File: config.mk
export PLATFORM = sky130hd
export DESIGN_NAME = riscv_dmem_arbiter
export DESIGN_NICKNAME = d
export VERILOG_FILES = /design/src/rtl/riscv_dmem_arbiter.sv
export SDC_FILE = /design/constraint.sdc
export NUM_CORES = 1
export LEC_CHECK = 0
export ABC_AREA = 1
export CORE_AREA = 2 2 117 119
export DETAILED_ROUTE_END_ITERATION = 7
export DIE_AREA = 0 0 119 121
export DONT_BUFFER_PORTS = 1
export GPL_ROUTABILITY_DRIVEN = 0
export PLACE_DENSITY = 0.34
export SLEW_MARGIN = 10
export SYNTH_ARGS = -nofsm -noshare
export SYNTH_HDL_FRONTEND = slang
export SYNTH_SLANG_ARGS = --single-unit
File: constraint.sdc
create_clock -name clk -period 4.62 [get_ports clk]
set_input_delay 1.386 -clock clk [delete_from_list [all_inputs] [get_ports clk]]
set_output_delay 1.386 -clock clk [all_outputs]
set_load 0.05 [all_outputs]
File: src/rtl/riscv_dmem_arbiter.sv
// Two-port arbiter in front of the single word-addressed data-memory port.
// Port 0 is the processor data path and port 1 is the debug/loader engine.
// It grants at most one requester per cycle, either round-robin or with port 0
// always winning. It tracks which port owns the in-flight read, steers read data
// back to that owner, and flags accesses that fall outside data space.
// Ports:
//   clk, rst                        clock, asynchronous active-low reset
//   m{0,1}_req/we/addr/wdata        requester inputs
//   m{0,1}_gnt                      combinational grant, same cycle as req
//   m{0,1}_rvalid/rdata/err         response, one cycle after the grant
//   mem_addr/we/wdata, mem_rdata    memory port (synchronous 1-cycle read)
module riscv_dmem_arbiter #(
   parameter logic [31:0] DATA_START_ADDRESS = 32'h0080_0000,
   parameter int unsigned DATA_BRAMS         = 2,
   parameter bit          FIXED_PRIORITY     = 1'b0
) (
   input  logic        clk,
   input  logic        rst,
   input  logic        m0_req,
   input  logic        m0_we,
   input  logic [31:0] m0_addr,
   input  logic [31:0] m0_wdata,
   output logic        m0_gnt,
   output logic        m0_rvalid,
   output logic [31:0] m0_rdata,
   output logic        m0_err,
   input  logic        m1_req,
   input  logic        m1_we,
   input  logic [31:0] m1_addr,
   input  logic [31:0] m1_wdata,
   output logic        m1_gnt,
   output logic        m1_rvalid,
   output logic [31:0] m1_rdata,
   output logic        m1_err,
   output logic [31:0] mem_addr,
   output logic        mem_we,
   output logic [31:0] mem_wdata,
   input  logic [31:0] mem_rdata
);

   localparam int unsigned ABITS = 11 + DATA_BRAMS;

   typedef enum logic [1:0] {OWN_NONE, OWN_P0, OWN_P1} owner_t;

   owner_t rd_owner, rd_owner_n;
   logic   err_pend, err_pend_n;
   logic   werr0, werr0_n, werr1, werr1_n;
   logic   last_gnt, last_gnt_n;

   logic        g0, g1, any_gnt, sel_we, in_range;
   logic [31:0] sel_addr;

   // Grant: a lone requester wins; on contention, fixed or alternating winner
   always_comb begin
      g0 = 1'b0;
      g1 = 1'b0;
      if (rst) begin
         if (m0_req && m1_req) begin
            if (FIXED_PRIORITY || last_gnt) g0 = 1'b1;
            else                            g1 = 1'b1;
         end else begin
            g0 = m0_req;
            g1 = m1_req;
         end
      end
   end

   // Memory drive follows the granted port; port 0 values when idle
   assign any_gnt   = g0 | g1;
   assign sel_addr  = g1 ? m1_addr : m0_addr;
   assign sel_we    = g1 ? m1_we : m0_we;
   assign in_range  = (sel_addr[31:ABITS] == DATA_START_ADDRESS[31:ABITS]);
   assign mem_addr  = sel_addr;
   assign mem_wdata = g1 ? m1_wdata : m0_wdata;
   assign mem_we    = any_gnt & sel_we & in_range;
   assign m0_gnt    = g0;
   assign m1_gnt    = g1;

   // State register
   always_ff @(posedge clk or negedge rst) begin
      if (!rst) begin
         rd_owner <= OWN_NONE;
         err_pend <= 1'b0;
         werr0    <= 1'b0;
         werr1    <= 1'b0;
         last_gnt <= 1'b1;
      end else begin
         rd_owner <= rd_owner_n;
         err_pend <= err_pend_n;
         werr0    <= werr0_n;
         werr1    <= werr1_n;
         last_gnt <= last_gnt_n;
      end
   end

   // Next state: each grant schedules exactly one response slot next cycle
   always_comb begin
      rd_owner_n = OWN_NONE;
      err_pend_n = 1'b0;
      werr0_n    = 1'b0;
      werr1_n    = 1'b0;
      last_gnt_n = last_gnt;
      if (any_gnt) begin
         last_gnt_n = g1;
         if (sel_we) begin
            werr0_n = g0 & ~in_range;
            werr1_n = g1 & ~in_range;
         end else begin
            rd_owner_n = g1 ? OWN_P1 : OWN_P0;
            err_pend_n = ~in_range;
         end
      end
   end

   // Response routing; an out-of-range read returns zero data with err
   always_comb begin
      m0_rvalid = (rd_owner == OWN_P0);
      m1_rvalid = (rd_owner == OWN_P1);
      m0_rdata  = (m0_rvalid && !err_pend) ? mem_rdata : 32'h0;
      m1_rdata  = (m1_rvalid && !err_pend) ? mem_rdata : 32'h0;
      m0_err    = (m0_rvalid && err_pend) || werr0;
      m1_err    = (m1_rvalid && err_pend) || werr1;
   end

endmodule

==> flow_metrics.env <==
export IMPL_slew_headroom_pct=24.8
export IMPL_async_reset_ff_share_pct=100
export IMPL_clockRootBuffer="clkbuf_16"
export IMPL_overflow=0
export IMPL_rsz0062_at_grt="false"
export IMPL_drc=0
export IMPL_initial_core_util_pct=13.5
export IMPL_cts_made_buffers=3
export IMPL_synth_fp_nets=573
export IMPL_crit_top_cell="nand2_1"
export IMPL_intPower_uw=314
export IMPL_synth_ff_type="dfrtp_1"
export IMPL_drt_first_pass_iters=7
export IMPL_end_kind="primary output"
export IMPL_synth_common_cells="nand2_1, inv_1, nor2_1"
export IMPL_worst_ep_arrival_time_ns=2.85
export IMPL_finalSetupTns_ns=0
export IMPL_portBuffers=0
export IMPL_dpl_cell_count=698
export IMPL_cp_cell_sequence="nand2_1, inv_2, nand2_2, nand2_1, o21ai_2, nand2_1, nor2_1, nand2_1, nor3_2, buf_4"
export IMPL_grt_pass1_vias=2533
export IMPL_min_path_type="reg2reg"
export IMPL_rows=42
export IMPL_reg2reg_depth=9
export IMPL_clock_fmax_mhz=236
export IMPL_die_area_um2=14400
export IMPL_r2r_end="werr0"
export IMPL_start_kind="primary input"
export IMPL_required_ns=3.23
export IMPL_drt_iter0_drc=70
export IMPL_wl_um=9070
export IMPL_cts_tree="yes"
export IMPL_dpl_hpwl_um=8190
export IMPL_setup_violations=0
export IMPL_ir_drop_mv=0.111
export IMPL_yosys_top_cells_area="nand2_1, inv_1, nor2_1"
export IMPL_die_h_um=121
export IMPL_period_minus_slack_ns=4.24
export IMPL_drive_above_1_share_pct=28.1
export IMPL_maxSlewViolCount=0
export IMPL_grt_first_pass_wirelength_um=12400
export IMPL_setup_worst_path_start="rst"
export IMPL_p_sw_uw=426
export IMPL_critPathMaxStageDelay_ns=0.34
export IMPL_yosysSeqAreaShare_pct=8.58
export IMPL_synth_top_area_share_pct=41.7
export IMPL_crit_path_end="mem_we"
export IMPL_hold_violations=0
export IMPL_n_fill_cell=1490
export IMPL_postCtsSetupBuffers=0
export IMPL_diodes=0
export IMPL_pwr_share_comb_pct=72.1
export IMPL_synth_top_area_cell="nand2_1"
export IMPL_ant_nets=0
export IMPL_slowest_stage="nand2_2"
export IMPL_worst_pin_slew_ns=1.13
export IMPL_synth_edf_count=0
export IMPL_power_density_nw_per_um2=242
export IMPL_num_io_pins=301
export IMPL_r2r_slack_ns=2.59
export IMPL_cts_hold_fix_buffers=0
export IMPL_p_total_uw=740
export IMPL_wl_per_cell_um=12.9
export IMPL_p_sw_share_pct=57.5
export IMPL_p_clk_share_pct=19.8
export IMPL_p_leak_uw=0.00204
export IMPL_outcome="finished clean"
export IMPL_insertion_delay_ns=0.23
export IMPL_skew_ns=0.000641
export IMPL_synthCells=407
export IMPL_pwr_share_seq_pct=8.1
export IMPL_coreArea_um2=13100
export IMPL_critical_path_class="in2out"
export IMPL_yosysMostFrequentCell="nand2_1"
export IMPL_viasPerCell=3.92
export IMPL_cts_resized=0
export IMPL_hold_slack_ns=0.567
export IMPL_min_period_over_period_pct=91.8
export IMPL_worst_path_max_fanout=25
export IMPL_yosys_cell_types_count=21
export IMPL_htree_levels=1
export IMPL_area_growth_synth_to_final_pct=72.9
export IMPL_path_clk_slew_ns=0.04
export IMPL_track_usage_pct=11.0
export IMPL_syn_area_um2=1770
export IMPL_die_x_um=119
export IMPL_grt_start_max_net_pins=33
export IMPL_final_cells=702
export IMPL_ys_warn_count=0
export IMPL_r2r_start="last_gnt"
export IMPL_antenna_found_initial=0
export IMPL_fin_nets=693
export IMPL_drv_cap=0
export IMPL_cts_max_path_buffers=2
export IMPL_vias=2751
export IMPL_ys_seq_elements=6
export IMPL_syn_area_per_cell_um2=4.34
export IMPL_clkSinkCount=6
[sequential cells by signal (all words and copies together) (netlist names)]
name and flops:
err_pend 1, rd_owner 2, werr1 1, werr0 1
last_gnt 1
[per-layer routing]
metal / global-route usage (%) / vias up / routed length, µm
met1: 9.93 / 1188 / 3000
met4: 2.01 / 0 / 34
li1: - / 1379 / -
met3: 2.87 / 4 / 865
met2: 24.0 / 180 / 5170
met5: 0 / - / 0
[power by group through the flow]
stage,combinational (µW),sequential [µW],clock (µW)
2_1_floorplan,384,59.8,0
3_5_place_dp,536,60.7,0
5_1_grt,562,60.8,153
6_report,534,60.2,147
3_3_place_gp,535,61.1,0
4_1_cts,537,60.3,149
[final cells by class]
cell class | count | area [µm²] | area share, %
Sequential cell | 6 | 151 | 4.96
Multi-Input combinational cell | 296 | 1200 | 39.4
Inverter | 84 | 315 | 10.3
Tap cell | 176 | 220 | 7.21
Clock buffer | 4 | 78.8 | 2.58
Timing Repair Buffer | 136 | 1080 | 35.5
[cells by family (layout without fill, tap and decap cells)]
logic type      after synthesis  count (layout)  synth area share [%]
simple gates                288             288                  64.1
buf+inv                     105             224                  24.2
compound gates                8               8                  3.12
flops                         6               6                  8.58
[through the flow]
step | area (µm²) | utilization, % | setup WS, ns
after global placement | 2970 | 22.7 | 0.410
after CTS | 3050 | 23.3 | 0.367
after global routing | 3050 | 23.3 | 0.212
after detailed placement | 2970 | 22.7 | 0.369
final | 3050 | 23.3 | 0.381
after floorplan | 1770 | - | 0.0655
[how the worst min path moves through the flow]
stage / endpoint / start / cells after the start
2_1_floorplan: last_gnt / last_gnt / 2
3_3_place_gp: last_gnt / last_gnt / 2
3_5_place_dp: last_gnt / last_gnt / 2
4_1_cts: last_gnt / last_gnt / 2
5_1_grt: last_gnt / last_gnt / 2
6_report: last_gnt / last_gnt / 2
[cell usage in the layout, fill, tap and decap left out, types with 2 or more instances in the layout]
master       n
o21ai_0      3
buf_12       5
nand2_2      2
buf_4      131
nand3b_1    10
inv_1       83
nand3_1      3
nand2_1    196
nor2_1      75
dfrtp_1      5
clkbuf_16    3
[critical path: cells and delay by family]
family	cells	cell delay, ns
and+or+nand+nor	7	1.08
AOI/OAI and AO/OA	1	0.09
buffers and inverters	2	0.28
Note: power is estimated with default switching activity, not from simulation.
